===== src/rtl/quadrature_decoder.sv =====
// Quadrature decoder: synchronizes and filters an A/B encoder pair,
// then turns accepted transitions into up/down counts and error flags.
module quadrature_decoder #(
  parameter int WIDTH    = 4,
  parameter int FILT_LEN = 3
) (
  input  logic             clk,
  input  logic             rst,
  input  logic             enc_a,
  input  logic             enc_b,
  input  logic             clr,
  input  logic             err_clr,
  output logic [WIDTH-1:0] count,
  output logic             dir,
  output logic             step,
  output logic             err
);

  typedef enum logic {
    INIT,
    TRACK
  } state_t;

  localparam logic [3:0]       FL  = 4'(FILT_LEN);
  localparam logic [WIDTH-1:0] ONE = WIDTH'(1);

  state_t     state;
  logic [1:0] sync_a;
  logic [1:0] sync_b;
  logic [1:0] pair;
  logic [1:0] cand;
  logic [1:0] acc;
  logic [3:0] cnt;
  logic [3:0] cnt_nxt;
  logic [1:0] cand_nxt;
  logic       fresh;
  logic       hold;
  logic       accept;
  logic [1:0] delta;
  logic       up;
  logic       dn;
  logic       bad;

  // Position of a phase pair along the up sequence 00,10,11,01.
  function automatic logic [1:0] pos(input logic [1:0] p);
    logic [1:0] r;
    unique case (p)
      2'b00:   r = 2'd0;
      2'b10:   r = 2'd1;
      2'b11:   r = 2'd2;
      default: r = 2'd3;
    endcase
    return r;
  endfunction

  assign pair = {sync_a[1], sync_b[1]};

  // Filter bookkeeping and transition classification.
  always_comb begin
    fresh    = (state == INIT) || (pair != acc);
    hold     = (pair == cand) && fresh;
    cnt_nxt  = hold ? cnt + 4'd1 : 4'd1;
    cand_nxt = hold ? cand : pair;
    accept   = (cnt_nxt == FL) && fresh;
    delta    = pos(pair) - pos(acc);
    up       = accept && (state == TRACK) && (delta == 2'd1);
    dn       = accept && (state == TRACK) && (delta == 2'd3);
    bad      = accept && (state == TRACK) && (delta == 2'd2);
  end

  // Two-flop synchronizer per phase.
  always_ff @(posedge clk) begin
    if (rst) begin
      sync_a <= 2'b00;
      sync_b <= 2'b00;
    end else begin
      sync_a <= {sync_a[0], enc_a};
      sync_b <= {sync_b[0], enc_b};
    end
  end

  // Filter state, INIT/TRACK FSM and registered outputs.
  always_ff @(posedge clk) begin
    if (rst) begin
      state <= INIT;
      cand  <= 2'b00;
      cnt   <= 4'd0;
      acc   <= 2'b00;
      count <= '0;
      dir   <= 1'b1;
      step  <= 1'b0;
      err   <= 1'b0;
    end else begin
      cand <= cand_nxt;
      cnt  <= cnt_nxt;
      step <= (up || dn) && !clr;
      if (accept) begin
        acc   <= pair;
        state <= TRACK;
      end
      if (clr)
        count <= '0;
      else if (up)
        count <= count + ONE;
      else if (dn)
        count <= count - ONE;
      if (up)
        dir <= 1'b1;
      else if (dn)
        dir <= 1'b0;
      if (bad)
        err <= 1'b1;
      else if (err_clr)
        err <= 1'b0;
    end
  end

endmodule

===== config.mk =====
export PLATFORM = sky130hd
export DESIGN_NAME = quadrature_decoder
export DESIGN_NICKNAME = d
export VERILOG_FILES = /design/src/rtl/quadrature_decoder.sv
export SDC_FILE = /design/constraint.sdc
export NUM_CORES = 1
export LEC_CHECK = 0
export ABC_AREA = 1
export CORE_MARGIN = 10
export CORE_UTILIZATION = 24
export CTS_BUF_LIST = sky130_fd_sc_hd__clkbuf_2
export CTS_CLUSTER_DIAMETER = 200
export DETAILED_ROUTE_END_ITERATION = 6
export GPL_TIMING_DRIVEN = 1
export PLACE_DENSITY_LB_ADDON = 0.3
export SYNTH_ARGS = -nofsm -noshare
export SYNTH_HDL_FRONTEND = slang
export SYNTH_SLANG_ARGS = --single-unit

===== constraint.sdc =====
create_clock -name clk -period 4.5 [get_ports clk]
set_clock_uncertainty 0.15 [all_clocks]
set_input_delay 0.9 -clock clk [delete_from_list [all_inputs] [get_ports clk]]
set_output_delay 0.9 -clock clk [all_outputs]
set_load 0.01 [all_outputs]

# [Word-level counts from Yosys, hierarchy flattened]
# Cells that the tools add are included.
[classes] n_mux=7 n_eq_ne=10 n_div=0 n_addsub=4 shift=0 reduce_logical=16 multipliers=0 n_lt_le_gt_ge=0 bitwise=1
[ops] op="2-bit equality test, second input constant" count=6
[ops] op="4-bit 2-to-1 mux" count=3
[ops] op="2-bit case mux with 3 select lines" count=2
[ops] op="4-bit by 1-bit adder with 4-bit output, second input constant" count=2
[ops] op="1-bit logical AND" count=7
[ops] op="4-bit by 2-bit equality test with 1-bit output, second input constant" count=1
[ops] op="2-bit logical NOT" count=2
[ops] op="2-bit nonzero test" count=2
[ops] op="2-bit OR reduction" count=2
[ops] op="4-bit by 1-bit subtractor with 4-bit output, second input constant" count=1
[ops] op="2-bit by 1-bit equality test with 1-bit output, second input constant" count=1
[ops] op="2-bit equality test" count=1
[ops] op="1-bit logical OR" count=2
[ops] op="1-bit 2-to-1 mux" count=2
[ops] op="2-bit inequality test" count=1
[ops] op="2-bit subtractor" count=1
[ops] op="1-bit logical NOT" count=1
[ops] op="1-bit NOT" count=1
[totals] romBits=0 elab_cells=48 ff_bits=20 mem_count=0 latch_bits=0 output_inout_bits=7 ramBits=0

# [Depth between registers and ports, before layout]
[depth] ltp_word=10 depth_mapped=19 mapped_depth_nobuf=19

# [Least setup slack after synthesis]
# No wires, ideal clock.
[synth_path] kind="register -> register" startpoint="reg cnt[0]" endpoint="reg count[3]" t_required_ns=4.233 setup_ns=0.117 stages_incl_launch_ff=18 path_buffers=0 slack_ns=2.070 arrival_ns=2.163 synth_period_minus_slack_ns=2.430 cell_sequence="dfxtp_1 > ha_1 > nand2_1 > nor2_1 > nand2_1 > nor2_8 > nand3_4 > clkinv_2 > nand3_2 > ha_1 > nand2_1 > nand2_1 > nor2_1 > nand3_1 > nand2_1 > nand4_1 > nand2_1 > a21oi_1"
[synth_between] elab_chain_len=7 word_cells_on_any_way=9 classes_between="1 x add/sub; 1 x eq/ne; 2 x mux; 5 x reduce/logical"
[synth_rtl] item="from (decl)" line_no="33" text="logic [3:0] cnt;"
[synth_rtl] item="from (signal assigned)" line_no="95" text="cnt <= cnt_nxt;"
[synth_rtl] item="4-bit by 1-bit adder with 4-bit output (*)" line_no="62" text="cnt_nxt = hold ? cnt + 4'd1 : 4'd1;"
[synth_rtl] item="4-bit 2-to-1 mux (*)" line_no="62"
[synth_rtl] item="4-bit by 2-bit equality test with 1-bit output (*)" line_no="64" text="accept = (cnt_nxt == FL) && fresh;"
[synth_rtl] item="1-bit logical AND (*)" line_no="64"
[synth_rtl] item="1-bit logical AND (*)" line_no="66, 67"
[synth_rtl] item="1-bit logical AND, on equally long branches" line_no="66, 67"
[synth_rtl] item="4-bit 2-to-1 mux or 2-bit nonzero test (tied branches)"
[synth_rtl] item="to (signal assigned)" line_no="104" text="count <= count + ONE;"
[synth_rtl] item="to (signal assigned)" line_no="106" text="count <= count - ONE;"
[synth_rtl] item="to (decl)" line_no="13" text="output logic [WIDTH-1:0] count,"
# Mark *: on every way between the ends. The rest lies on a longest branch, timed or not.
# A chain may end at the register's enable or synchronous reset.

# [Final worst setup path]
# Ends and elaborated chain as after synthesis.

==> results.json <==
{
  "cts_resized": 0,
  "place.gp.congestion": 0.731,
  "slew_violations": 0,
  "dp_hpwl_um": 1480,
  "yosysSeqAreaShare": 0.401,
  "synth_area_leaders": "dfxtp_1 40%, nand2_1 10%, inv_1 9.4%, nand3_1 5.5%, nor2_1 5.3%",
  "grt_pass1_vias": 843,
  "initial_utilization": 0.248,
  "post_dp_cell_area_um2": 1180,
  "synth.cell_area_um2": 1000,
  "placed_cells": 195,
  "firstDrtPassIters": 4,
  "ant_nets": 0,
  "drive_above_1_share": 0.0872,
  "postCtsHoldBufs": 0,
  "vias": 806,
  "path_max_fanout": 7,
  "final.min_clock_period_ns": 2.69,
  "critPathLaunchType": "flip-flop",
  "io_pins": 13,
  "grt_pass1_wl_um": 3570,
  "finalSetupViolCount": 0,
  "cellPowerDensity_nw_per_um2": 292,
  "cts_max_path_buffers": 2,
  "die_w_um": 84.5,
  "cts_made_buffers": 3,
  "leakage_nw": 0.512,
  "antennaDiodeCount": 0,
  "final_cell_area_um2": 1200,
  "first_iter_violations": 14,
  "hold_path_class": "flip-flop to flip-flop",
  "antenna_found_initial": 0,
  "clk_latency_ns": 0.31,
  "cts_tree": "yes",
  "core_area_um2": 4030,
  "hold_viol": 0,
  "drc": 0,
  "clock-sinks": 20,
  "syn_nets": 145,
  "syn2layout_area_growth_pct": 19.8,
  "grtUsageTotal": 0.0586,
  "overflow": 0,
  "ys_seq_elements": 20,
  "yosysTopAreaCellShare": 0.401,
  "yosys_warnings": 0,
  "h-tree-depth": 1,
  "rsz0062_at_grt": "no",
  "synthDistinctLibCells": 22,
  "wire_per_inst_um": 9.54,
  "yosysTopAreaCell": "dfxtp_1",
  "maxCapViolCount": 0,
  "crit_required_ns": 4.58,
  "path_class": "flip-flop to flip-flop",
  "dieArea_um2": 7150,
  "layout.nets": 161,
  "wl_um": 1900,
  "layout_common_cells": "27 x nand2_1, 25 x inv_1, 20 x dfxtp_1",
  "slew_headroom": 0.717,
  "final_cells": 199,
  "fmax_ghz": 0.371,
  "vias_per_cell": 4.05,
  "grt_max_degree": 12,
  "syn_inst": 134,
  "rows": 23,
  "io_buffers": 12,
  "cts-root-buf": "clkbuf_2",
  "status": "complete, no violations",
  "syn_area_per_cell_um2": 7.46,
  "peakVddDrop_uv": 133,
  "timing.final.crit_share": 0.599,
  "post-cts-setup-buffer-count": 0,
  "clkTransAtPathRegs_ns": 0.19,
  "endpoint_kind": "flip-flop",
  "mostFrequentLayoutCell": "nand2_1",
  "die_h_um": 84.5,
  "fin_tns_setup_ns": 0,
  "arrival_ns": 2.77,
  "worst_slew_pin_slew_ns": 0.424
}
[flip-flops by register name, summed over array words and instances, names as in the netlist]
signal and flops:
acc 2, cand 2, cnt 4, count 4, dir 1, err 1
state 1, step 1, sync_a 2, sync_b 2
[Yosys cell counts (all sizes together)]
cell type and instances:
nand2 30, inv 26, dfxtp 20, nor2 16, nand3 14, a21oi 9, ha 4, nand4 4
o21ai 4, xor2 2, clkbuf 1, clkinv 1, fa 1, nor3 1, xnor2 1
[final timing paths]
kind                                start         to  slack, ns  cells after the start
worst max-delay path               cnt[0]   count[3]       1.81                     19
worst min-delay path            sync_a[0]  sync_a[1]       0.27                      2
worst max register to register     cnt[0]   count[3]       1.81                     19
worst min register to register  sync_a[0]  sync_a[1]       0.27                      2
[area by class of cell]
| cell class | instances | area (um^2) |
|---|---|---|
| clock inverter | 1 | 3.75 |
| fill | 461 | 2830 |
| tap | 50 | 62.6 |
| clock buffer | 3 | 15.0 |
| sequential | 20 | 400 |
| inverter | 27 | 103 |
| multi-input combinational | 86 | 493 |
| timing repair buffer | 12 | 120 |
[stage by stage]
| stage | setup WS [ns] | hold slack (ns) | util | power [mW] |
|---|---|---|---|---|
| after floorplan | 2.07 | 0.238 | - | 0.262 |
| after global placement | 1.80 | 0.240 | 0.293 | 0.279 |
| after detailed placement | 1.80 | 0.245 | 0.293 | 0.280 |
| after CTS | 1.77 | 0.268 | 0.297 | 0.355 |
| after global routing | 1.43 | 0.291 | 0.297 | 0.376 |
| final | 1.81 | 0.267 | 0.297 | 0.350 |
[worst max-delay path, cell delays in order (launching register included)]
cell and delay (ns):
dfxtp_1 0.42, ha_1 0.18, inv_1 0.04, nand2_1 0.07, nand2_1 0.05, nor2_1 0.08
nand2_1 0.14, nor2_8 0.20, nand3_4 0.13, clkinv_2 0.09, nand3_2 0.11, ha_1 0.34
nand2_1 0.10, nand2_1 0.05, nor2_1 0.10, nand3_1 0.07, nand2_1 0.08, nand4_1 0.09
nand2_1 0.07, a21oi_1 0.05
[where the power goes]
| group | internal [mW] | switching (mW) |
|---|---|---|
| Combinational | 0.0301 | 0.0495 |
| Sequential | 0.187 | 0.00937 |
| Clock | 0.0193 | 0.0545 |
[metal layers]
layer,vias up,global-route usage,share of wire
met5,-,0,0
met4,0,0.0225,0.018
li1,448,-,-
met2,14,0.0947,0.43
met1,342,0.0687,0.51
met3,2,0.0213,0.049
[kinds of logic (layout without fill, tap and decap cells)]
logic type	Yosys count	in the layout	share of synthesized area
AOI/OAI and AO/OA	13	13	0.0651
xor gates and xnor gates	3	3	0.0263
adders and majority gates	5	5	0.0701
buffers and inverters	28	43	0.106
DFF	20	20	0.400
and+or+nand+nor	65	65	0.332
No activity file was read; power rests on OpenSTA's default activity.
